[config.mk]
export PLATFORM = sky130hd
export DESIGN_NAME = otter_if_stage
export DESIGN_NICKNAME = d
export VERILOG_FILES = /design/src/rtl/otter_if_pkg.sv /design/src/rtl/otter_if_buf.sv /design/src/rtl/otter_if_stage.sv
export SDC_FILE = /design/constraint.sdc
export NUM_CORES = 1
export LEC_CHECK = 0
export ABC_AREA = 1
export BUFFER_PORTS_ARGS = -buffer_cell sky130_fd_sc_hd__clkbuf_2
export CORE_MARGIN = 1.5
export CORE_UTILIZATION = 55
export CTS_CLUSTER_DIAMETER = 80
export DETAILED_ROUTE_END_ITERATION = 7
export PLACE_DENSITY = 0.89
export SLEW_MARGIN = 20
export SYNTH_ARGS = -nofsm -noshare
export SYNTH_HDL_FRONTEND = slang
export SYNTH_SLANG_ARGS = --single-unit
export TNS_END_PERCENT = 50
[constraint.sdc]
create_clock -name IF_CLK -period 3.3 [get_ports IF_CLK]
set_input_delay 0.495 -clock IF_CLK [delete_from_list [all_inputs] [get_ports IF_CLK]]
set_output_delay 0.495 -clock IF_CLK [all_outputs]
set_load 0.01 [all_outputs]
[src/rtl/otter_if_pkg.sv]
// Shared types and constants for the OTTER instruction-fetch stage.
// The IF/ID entry struct, buffer depth and the empty-head NOP live here.
package otter_if_pkg;

  localparam int          IF_BUF_DEPTH = 2;
  localparam int          IF_CNT_W     = $clog2(IF_BUF_DEPTH + 1);
  localparam logic [31:0] IF_INSTR_NOP = 32'h0000_0013;

  typedef struct packed {
    logic [31:0] pc;
    logic [31:0] pc4;
    logic [31:0] ir;
  } if_entry_t;

  // Instructions are word aligned; drop the byte offset.
  function automatic logic [31:0] pc_align(input logic [31:0] pc);
    return pc & ~32'h3;
  endfunction

  function automatic logic [31:0] pc_inc(input logic [31:0] pc);
    return pc + 32'd4;
  endfunction

endpackage

[src/rtl/otter_if_buf.sv]
// Small shift-register FIFO holding fetched IF/ID entries; slot 0 is the head.
// Flush beats push/pop; simultaneous push and pop is legal at any fill level.
module otter_if_buf
  import otter_if_pkg::*;
(
  input  logic                clk,
  input  logic                rst,
  input  logic                push,
  input  logic                pop,
  input  logic                flush,
  input  if_entry_t           entry_in,
  output if_entry_t           entry_out,
  output logic [IF_CNT_W-1:0] count
);

  localparam logic [IF_CNT_W-1:0] DEPTH_C = IF_CNT_W'(IF_BUF_DEPTH);

  if_entry_t [IF_BUF_DEPTH-1:0] mem_q, mem_d;
  logic [IF_CNT_W-1:0]          count_q, count_d;
  logic [IF_CNT_W-1:0]          wr_idx;
  logic                         pop_ok, push_ok;

  always_comb begin
    mem_d   = mem_q;
    count_d = count_q;
    pop_ok  = pop && (count_q != '0);
    wr_idx  = count_q - {{(IF_CNT_W-1){1'b0}}, pop_ok};
    push_ok = push && (wr_idx < DEPTH_C);
    if (flush) begin
      mem_d   = '0;
      count_d = '0;
    end else begin
      if (pop_ok) begin
        for (int i = 0; i < IF_BUF_DEPTH - 1; i++) mem_d[i] = mem_q[i+1];
        mem_d[IF_BUF_DEPTH-1] = '0;
      end
      // Write lands after the shift, so a push at full-with-pop fills the vacated tail.
      if (push_ok) mem_d[wr_idx] = entry_in;
      count_d = wr_idx + {{(IF_CNT_W-1){1'b0}}, push_ok};
    end
  end

  always_ff @(posedge clk) begin
    if (rst) begin
      mem_q   <= '0;
      count_q <= '0;
    end else begin
      mem_q   <= mem_d;
      count_q <= count_d;
    end
  end

  assign entry_out = mem_q[0];
  assign count     = count_q;

endmodule

[src/rtl/otter_if_stage.sv]
// OTTER fetch stage: issues one instruction read per cycle into a 2-entry
// IF/ID buffer, with redirect flush/squash and PC register control.
module otter_if_stage
  import otter_if_pkg::*;
(
  input  logic        IF_CLK,
  input  logic        IF_RST,
  input  logic [31:0] IF_PC,
  output logic        IF_PC_LD,
  output logic [31:0] IF_PC_NEXT,
  output logic        IF_MEM_RDEN,
  output logic [31:0] IF_MEM_ADDR,
  input  logic [31:0] IF_MEM_DATA,
  input  logic        IF_REDIR,
  input  logic [31:0] IF_REDIR_PC,
  input  logic        IF_ID_READY,
  output logic        IF_ID_VALID,
  output logic [31:0] IF_ID_PC,
  output logic [31:0] IF_ID_PC4,
  output logic [31:0] IF_ID_IR,
  output logic        IF_MISALIGN
);

  logic                inflight_q, inflight_d;
  logic [31:0]         issued_pc_q, issued_pc_d;
  logic [IF_CNT_W-1:0] count;
  if_entry_t           head, push_entry;
  logic                has_entry, redir, pop, push, issue;
  logic [IF_CNT_W:0]   occupancy, limit;

  assign has_entry = (count != '0);
  assign redir     = IF_REDIR && !IF_RST;
  assign pop       = has_entry && IF_ID_READY && !IF_REDIR && !IF_RST;
  // A redirect squashes the response landing this cycle.
  assign push      = inflight_q && !IF_REDIR && !IF_RST;

  // Buffered + in-flight words must leave room for the one being requested.
  assign occupancy = {1'b0, count} + {{IF_CNT_W{1'b0}}, inflight_q};
  assign limit     = (IF_CNT_W+1)'(IF_BUF_DEPTH) + {{IF_CNT_W{1'b0}}, pop};
  assign issue     = !IF_RST && !IF_REDIR && (occupancy < limit);

  assign push_entry.pc  = issued_pc_q;
  assign push_entry.pc4 = pc_inc(issued_pc_q);
  assign push_entry.ir  = IF_MEM_DATA;

  otter_if_buf u_buf (
    .clk       (IF_CLK),
    .rst       (IF_RST),
    .push      (push),
    .pop       (pop),
    .flush     (redir),
    .entry_in  (push_entry),
    .entry_out (head),
    .count     (count)
  );

  always_comb begin
    inflight_d  = issue;
    issued_pc_d = issue ? IF_PC : issued_pc_q;
  end

  always_ff @(posedge IF_CLK) begin
    if (IF_RST) begin
      inflight_q  <= 1'b0;
      issued_pc_q <= '0;
    end else begin
      inflight_q  <= inflight_d;
      issued_pc_q <= issued_pc_d;
    end
  end

  always_comb begin
    IF_PC_LD    = 1'b0;
    IF_PC_NEXT  = IF_PC;
    IF_MEM_RDEN = 1'b0;
    IF_MEM_ADDR = IF_PC;
    IF_ID_VALID = has_entry;
    IF_ID_PC    = head.pc;
    IF_ID_PC4   = head.pc4;
    IF_ID_IR    = has_entry ? head.ir : IF_INSTR_NOP;
    IF_MISALIGN = 1'b0;
    if (IF_RST) begin
      IF_PC_NEXT  = '0;
      IF_MEM_ADDR = '0;
      IF_ID_VALID = 1'b0;
      IF_ID_PC    = '0;
      IF_ID_PC4   = '0;
      IF_ID_IR    = '0;
    end else if (redir) begin
      IF_PC_LD    = 1'b1;
      IF_PC_NEXT  = pc_align(IF_REDIR_PC);
      IF_ID_VALID = 1'b0;
      IF_MISALIGN = (IF_REDIR_PC[1:0] != 2'b00);
    end else if (issue) begin
      IF_PC_LD    = 1'b1;
      IF_PC_NEXT  = pc_inc(IF_PC);
      IF_MEM_RDEN = 1'b1;
    end
  end

endmodule
==> impl.org, run 1 <==
** Worst setup path
- The largest single stage delay on the critical path is 340 ps.
- Cell-by-cell trace of the critical path :: ha_1, ha_1, nand2_1, nand2_2, clkinv_2, nand2_1, nor2_1, o21ai_1, clkbuf_2
- Along the worst path, the maximum fanout reaches 18.
- The worst setup path is captured at an output pin.
- For this design, the slowest cell found on the critical path is dfxtp_1.
- Data on the critical path arrives at its endpoint at 2590 ps.
- STA classifies the critical path startpoint as a register.
- At the worst endpoint, the required time is 2800 ps.
- The setup path with the least slack is of type register to output pin.

** Place
- Summed over all nets, the half-perimeter wirelength after detailed placement is around 23000 um.
- Post-place setup slack :: between 400 and 500 ps
- Port Buffer Count :: about 260
- Routability Congestion :: 0.879
- # placed instances :: ~2200

** Finish
- Most frequent cells in the layout :: nand2_1 (399), clkbuf_2 (262), dfxtp_1 (227), o21ai_0 (226), inv_1 (189)
- Post-layout net count :: slightly above 2000
- Area used by multi-input combinational logic :: between 0.005 and 0.006 mm2
- Excluding fillers, the count of instances in the completed layout stands at 2216.
- Cells with a size suffix above 1 make up between 10% and 20% of the layout.
- Leaving out fill and tap cells, the most frequent cell in the layout is nand2_1.
- Syn-to-layout area delta :: 18.0%
- The sequential cells in the finished layout cover a total of around 0.0045 mm2.
- Fill cells in the final layout number roughly 1800.
- Antenna Diode Count :: 0

** Outcome
- Status :: complete, no violations

** Synthesis
- Post-synthesis sequential element count :: roughly 230
- Gate count after technology mapping :: around 1700
- Avg Cell Area, Syn :: between 6 and 7 um2
- Share of synthesized area occupied by flip-flops and latches :: around two fifths
- For this run, the number of Yosys warnings is 0.
- Area share of the largest cell type after synthesis :: 39.6%
- Syn nets :: 1848
- Most area-consuming cells after synthesis :: dfxtp_1 (40%), nand2_1 (13%), o21ai_0 (9.9%), inv_1 (6.2%), nor2_1 (6.1%)
- Top cell type by total area after synthesis :: dfxtp_1
- Summing every instance area after synthesis gives approximately 0.011 mm2.
- Cell variety after synth :: 33

** Floorplan
- between 200 and 300 I/O pins were placed.
- DIE WIDTH :: approximately 150 um
- Die outline height :: roughly 150 um
- Overall die area :: 0.0217 mm2
- Once the floorplan was initialized, standard cells occupied roughly 56% of the core.
- After floorplanning, the core was sized to cover slightly above 0.02 mm2.
- Site Rows :: 52

** CTS
- Inserted Clock Buffers :: 23
- Clock latency on the worst-skew pair :: 510 ps
- TritonCTS built the clock tree.
- After clock tree synthesis, the repair step resized 0 gates.
- Count of buffers added by post-CTS timing repair for setup :: 0
- For this design, the sink count on the clock tree is between 200 and 250.
- Clock Tree Buf Depth :: 3
- Clock-pin slew of the registers on the worst-case setup and hold paths :: 60 ps
- The cell sitting at the root of the clock tree is a clkbuf_16.
- CTS built an H-tree with a depth of 1.
- In this run, post-CTS hold repair placed 0 buffers.

** Routing
- The routed layout has between 10000 and 15000 vias.
- In the routed layout, each cell is associated on average with a via count of 5.40.
- In this run the remaining antenna-violating nets after routing total 0.
- The pre-antenna-repair detailed-routing pass consisted of 8 iterations.
- Remaining routing DRC violations :: 0
- Summed over all layers, the routed wires come to 33000 um.
- Iteration-0 DRC count of the detailed router :: between 1000 and 1500
- After detailed routing, the average wire length per cell comes to 14.9 um.

** Global route
- Pin count of the biggest net entering global routing :: around 260
- Total global routing track utilization :: between 20% and 30%
- Wire length of the first global-routing pass :: about 53000 um
- Final global-route overflow total :: 0
- Number of global-route vias before repair :: ~11000
- Number of antenna violations at the first check in global routing :: 0

** Timing
- Unrepaired setup endpoints after global routing :: no
- Max transition margin :: 37.4%
- The final max-slew violation count is 0.
- Setup WS post-layout :: roughly 220 ps
- At the pin with the least slew margin, the transition time is 939 ps.
- Counting I/O delays and the setup requirement, the final critical path takes just over 3000 ps.
- Finish-stage setup viols :: 0
- The number of hold violations in the final report was 0.
- Worst Skew :: about 15 ps
- Total negative setup slack :: 0 ps
- For this run, the top clock speed supported by timing is roughly 320 MHz.
- Across all hold checks on the routed design, the worst slack comes to around 210 ps.
- Of the available clock period, the critical path in the final layout requires roughly 93%.

** Pwr
- Cell Pwr Density :: approximately 440 mW/mm2
- Leak Pwr :: about 6.3 nW
- Worst vdd ir :: ~0.00026 V

** Job
- Max_cap viols :: 0

** Min path
- Kind of path behind the tightest hold check :: input port to register
-- cell usage after synthesis --
cell and instances:
nor2_2 4, or2_0 1, inv_2 6, nand2_1 399, o211ai_1 10, o21ai_1 38, nand4_4 1, a21oi_1 72
dfxtp_1 227, nand2_2 3, nand3_1 138, clkinv_2 1, nor2_4 3, nand2_4 2, nor3_1 25, buf_1 5
inv_4 1, or2_2 1, nor2_8 1, clkbuf_2 2, xnor2_1 1, buf_2 32, buf_4 6, ha_1 6
o21ai_0 226, buf_6 11, inv_1 189, o22ai_1 35, xor2_1 25, clkbuf_1 62, mux2i_1 3, nor2_1 187
nand4_1 19
-- layer usage --
metal  part of all wire [%]  wire (um)  global-route usage, %  vias up
met5                      0          0                      0        -
met4                    2.7        875                   9.50        0
met3                    7.4       2440                   4.14       64
met2                     48      15700                   51.4      505
met1                     42      13900                   37.9     5384
li1                       -          -                      -     6005
-- flip-flops by register name (all words and copies together) (netlist names) --
signal and cells:
issued_pc_q 32, u_buf.entry_out 96, u_buf.mem_q 96, u_buf.count 2, inflight_q 1
-- cells by family (layout without fill, tap and decap cells) --
kind of cell    after synthesis  count (layout)  synth area share (%)
compound gates              381             381                  17.2
buf+inv                     315             519                  11.6
flops                       227             227                  39.6
simple gates                784             784                  28.7
fa+ha+maj                     6               6                 0.654
mux                           3               3                 0.262
xor+xnor                     26              26                  1.98
-- stage by stage --
| step | area [um2] | power, mW | util, % |
|---|---|---|---|
| final | 13500 | 6.00 | 66.5 |
| after global routing | 13500 | 6.21 | 66.5 |
| after CTS | 13500 | 6.02 | 66.5 |
| after detailed placement | 12800 | 3.44 | 62.7 |
| after global placement | 12800 | 3.43 | 62.7 |
| after floorplan | 11500 | 3.20 | - |
-- area by class of cell --
cell class                      instances  area share [%]
Sequential cell                       227            33.6
Clock inverter                          4           0.360
Timing Repair Buffer                  281            11.4
Inverter                              197            5.51
Tap cell                              270            2.49
Multi-Input combinational cell       1200            41.4
Clock buffer                           37            5.30
-- where the power goes --
group	leakage [nW]	internal (mW)	total, mW	switching (mW)
Combinational	4.07	0.184	0.550	0.365
Clock	0.381	1.56	2.61	1.05
Sequential	1.84	2.78	2.84	0.0537
-- worst max-delay path: cells and delay by family, from the launching register on --
family | cells | cell delay [ps]
buffers and inverters | 2 | 510
adder cells (fa/ha/maj) | 2 | 470
AND/OR/NAND/NOR | 4 | 500
flip-flops | 1 | 340
AO/OA/AOI/OAI | 1 | 250
-- path summary, 6_finish.rpt --
kind                                                   from                             end  slack, ps  cells after the start
worst min-delay path                        IF_MEM_DATA[31]  u_buf.entry_out[31]$_SDFF_PP0_        210                      3
worst max register to register    u_buf.count[1]$_SDFF_PP0_     u_buf.mem_q[186]$_SDFF_PP0_        550                     14
worst max-delay path                  inflight_q$_SDFF_PP0_                  IF_PC_NEXT[14]        220                      9
worst min register to register  u_buf.mem_q[110]$_SDFF_PP0_     u_buf.mem_q[110]$_SDFF_PP0_        460                      2
Note: power is estimated with default switching activity, not from simulation.
==> run 2, diff against run 1 <==
ABC_AREA = unset   (was 1)
CORE_UTILIZATION = 54   (was 55)
PLACE_DENSITY = 0.88   (was 0.89)
clock period = 3.5 ns   (was 3.3 ns; I/O delays follow)
==> run 2 against run 1 <==
Effect of this change:
- clock power is 2% lower
- synthesized cell count is 20% lower
- critical path depth is 2 lower
- highest routed layer unchanged
- clock skew is 9.3 ps lower
- critical endpoint is now IF_PC_NEXT[30]
==> impl.org, run 2 <==
** Outcome
- Status :: complete, no violations

** Global route
- The fraction of met2 tracks used by global routing was 46.9% (-4.5 points).
- Met1 Usage GRT :: 38.6% (+0.73 points)
- Number of global-route vias before repair :: 9998 (-10%)
- The combined global-route utilization of all metal layers is 28.9% (-0.66 points).
- The sum of overflow across all layers after global routing came to 0 (unchanged).
- Most utilized layer in the global route result :: met2
- The met3 track demand over resource in global routing is 3.88% (-0.26 points).
- The largest net degree at the start of global routing is 99 (-61%).
- The number of antenna violations at the first check in global routing was 1 (+1).
- Wire length of the first global-routing pass :: 51200 um (-3.9%)

** Timing
- The worst hold margin came to 247 ps (+41.4 ps).
- The slew at the pin with the worst max-slew slack is 1060 ps (+120 ps).
- Max transition margin :: 29.4% (-8.0 points)
- The number of hold violations in the final report is 0 (unchanged).
- Min Clock Period, post-route :: ~3300 ps
- Setup repair after global routing left no endpoint under its margin.
- The final setup slack of the worst path came to 212 ps (-6.10 ps).
- Number of pins exceeding their max-slew limit in the final report :: 0 (unchanged)
- Period utilization :: a little over nine tenths
- The number of endpoints failing setup at the final stage was 0 (unchanged).
- The final worst clock skew is 5.71 ps (-9.28 ps).
- Max Freq :: 304 MHz
- Total negative setup slack :: 0 ps (unchanged)

** Routing
- The iteration-0 DRC count of the detailed router came to 1027 (-7.9%).
- The routed wire length was 32600 um (-1.2%).
- Detail-routed net length per standard cell :: 17.3 um (+16%)
- The remaining number of nets flagged by the antenna check after routing was 0 (unchanged).
- The detailed-routing iteration count for the pre-antenna-repair pass is 5 (-3).
- Overall via count from detail_route :: 10842 (-9.3%)
- Remaining routing DRC violations :: 0 (unchanged)
- Number of vias per cell after detailed routing :: 5.76 (+6.7%)

** Min path
- Kind of path behind the tightest hold check :: input port to register
- The number of cells on the worst hold path is 3 (unchanged).
- Capture endpoint of the worst hold path :: u_buf.entry_out[31]$_SDFF_PP0_
- In this run the most critical hold path is launched from IF_MEM_DATA[31].

** Synthesis
- The yosys synthesis warning count is 0 (unchanged).
- Gate count after technology mapping :: 1394 (-20%)
- The largest total area in the synthesized netlist belongs to dfxtp_1.
- Most area-consuming cells after synthesis :: dfxtp_1 (41%), nand2_1 (8.0%), mux2i_1 (5.9%), nor2b_1 (5.3%), nand3_1 (3.9%)
- Cell variety after synth :: 56 (+70%)
- Avg Cell Area, Syn :: 7.96 um2 (+21%)
- The fraction of synthesized cell area taken by the top area cell type was 40.9% (+1.3 points).
- The total nets after synthesis is 1500 (-19%).
- The share of synthesized registers carrying an async set or reset is 0% (unchanged).
- The sequential element share of the synthesized area is 40.9% (+1.3 points).
- Post-synthesis sequential element count :: 227 (unchanged)
- Yosys instantiated no cell more often than nand2_1.
- Synthesized area :: 0.0111 mm2 (-3.3%)
- Synth top cells by count :: nand2_1 (237), dfxtp_1 (227), nor2b_1 (94)
- For this run, the leading register cell type out of synthesis is dfxtp_1.
- Number of enable flip-flop cells after synthesis :: 0 (unchanged)

** Worst setup path
- Worst Path Max Fanout :: 9 (-9)
- The required time of the worst setup path was 2970 ps (+170 ps).
- Slack of the worst reg-to-reg path :: 510 ps (-40 ps)
- R2R Path End :: u_buf.mem_q[133]$_SDFF_PP0_
- STA classifies the critical path endpoint as an output pin.
- STA classifies the critical path startpoint as a register.
- Cell depth of the worst flop-to-flop path :: 9 (-5)
- Critical R2R Launch :: u_buf.count[1]$_SDFF_PP0_
- Arrival time reported for the critical path endpoint :: 2760 ps (+170 ps)
- Setup Crit Path Kind :: register to output pin

** Pwr
- Worst vdd ir :: 0.000294 V (+13%)
- The areal power density over the cells is 430 mW/mm2 (-3.0%).
- Share of total power in the clock network :: 44.7% (+1.2 points)
- The switching share of power was 24.0% (-0.46 points).
- Internal Pwr Total :: 4.38 mW (-3.4%)
- Portion of total power attributed to sequential cells :: 46.7% (-0.6 points)
- Net load switching power :: 1.38 mW (-5.8%)
- Comb power frac :: 8.6% (-0.6 points)
- The total leakage power was 4.91 nW (-22%).

** Floorplan
- The floorplan die height was 146 um (-0.73%).
- DIE WIDTH :: 146 um (-0.73%)
- The site row count was 52 (unchanged).
- Initial Util :: 55.0% (-1.3 points)
- Floorplan Core Area :: 0.0202 mm2 (-0.96%)
- The I/O pin total is 264 (unchanged).
- Overall die area :: 0.0214 mm2 (-1.4%)

** CTS
- The number of hold-repair buffers added at the cts stage is 0 (unchanged).
- The maximum root-to-sink buffer count is 3 (unchanged).
- The number of buffers added by the clock tree synthesis step came to 22 (-4.3%).
- H-tree lvl count :: 1 (unchanged)
- Clock-pin slew of the registers on the worst-case setup and hold paths :: 60 ps (about the same)
- TritonCTS built the clock tree.
- The clock network latency to the later pin of the worst-skew pair is 500 ps (about the same).
- Clock sink count :: 227 (unchanged)
- Root cell of the clock tree :: clkbuf_16

** Place
- Post-place setup slack :: 306 ps (-94.5 ps)
- # placed instances :: 1840 (-15%)
- Routability Congestion :: 0.877 (-0.25%)
- The number of buffers inserted by port buffering came to 263 (unchanged).
- Placement-stage cell area :: 0.0126 mm2 (-1.7%)
- The detailed placement HPWL was 21300 um (-6.9%).

** Finish
- The count of non-filler cells in the finished layout was 1883 (-15%).
- Most common cell after layout, fill and taps aside :: clkbuf_2
- The library cells used most frequently in the layout, excluding fill and tap cells, are clkbuf_2 (262), nand2_1 (235), dfxtp_1 (227), nor2b_1 (94), nand3_1 (86).
- Fraction of final layout cells with drive strength greater than 1 :: 21.9% (+4.4 points)
- Compared with the post-synthesis result, the final layout area differs by 20.8%.
- Final cell area excluding filler cells :: 0.0134 mm2 (-1.0%)
- The layout net count is 1702 (-16%).

** Job
- Max_cap viols :: 0 (unchanged)
run 2: cell types whose count changed after synthesis, sizes merged, moves of 15 or more:
cell,delta
inv,-179
o21ai,-179
nand2,-165
nor2,-111
nor2b,+94
mux2i,+62
nand3,-52
and2,+35
a311oi,+32
xnor2,+31
nand2b,+24
buf,-17
a211oi,+15
run 2: worst max path at each step:
| stage | start | end | slack (ps) |
|---|---|---|---|
| after floorplan | IF_REDIR | u_buf.entry_out[44]$_SDFF_PP0_ | 0.5 |
| after global placement | IF_RST | u_buf.mem_q[132]$_SDFF_PP0_ | 360 |
| after detailed placement | IF_RST | u_buf.mem_q[133]$_SDFF_PP0_ | 310 |
| after CTS | u_buf.count[0]$_SDFF_PP0_ | IF_PC_NEXT[24] | 80 |
| after global routing | u_buf.count[0]$_SDFF_PP0_ | IF_PC_NEXT[30] | 100 |
| final | u_buf.count[0]$_SDFF_PP0_ | IF_PC_NEXT[30] | 210 |
run 2: per-layer routing:
| layer | part of all wire [%] | routed length (um) |
|---|---|---|
| met5 | 0 | 0 |
| met4 | 3.6 | 1180 |
| met3 | 7.4 | 2420 |
| met2 | 47 | 15200 |
| met1 | 42 | 13800 |
run 2: critical path, cell delays in order (launching register included):
cell and delay (ps):
dfxtp_1 330, ha_1 190, ha_1 240, or3b_4 480, nand2b_4 210, or4_1 480
a31oi_1 180, clkbuf_2 150
run 2: layout make-up:
class / instances / area [um2]
antenna: 1 / 2.50
multi-input combinational: 1036 / 6060
inverter: 17 / 66.3
clock buffer: 28 / 624
timing repair buffer: 292 / 1600
clock inverter: 12 / 173
fill: 1609 / 6770
sequential: 227 / 4540
tap: 270 / 338
run 2: metrics by stage:
| stage | util [%] | total power [mW] |
|---|---|---|
| after floorplan | - | 3.00 |
| after global placement | 62.3 | 3.22 |
| after detailed placement | 62.3 | 3.23 |
| after CTS | 66.3 | 5.77 |
| after global routing | 66.5 | 5.92 |
| final | 66.5 | 5.76 |
run 2: what timing repair did:
action,in CTS,in global routing
gates resized for setup,0,2
endpoints found under the setup margin,0,5
buffers inserted,0,2
hold endpoints to repair,0,0
run 2: power by group through the flow:
stage,clock network [mW],logic (mW),registers [mW]
finish,2.57,0.496,2.69
floorplan,0,0.284,2.72
detailed placement,0,0.483,2.74
global route,2.69,0.537,2.69
global placement,0,0.479,2.74
CTS,2.60,0.490,2.69
run 2: logic make-up (layout without fill, tap and decap cells):
logic type	after synthesis	count (layout)	share of synthesized area, %
flops	227	227	40.9
mux	66	66	5.96
other cells	0	1	0
xor+xnor	49	49	3.87
compound gates	279	279	15.3
simple gates	636	636	28.2
fa+ha+maj	6	6	0.676
buf+inv	131	349	4.98
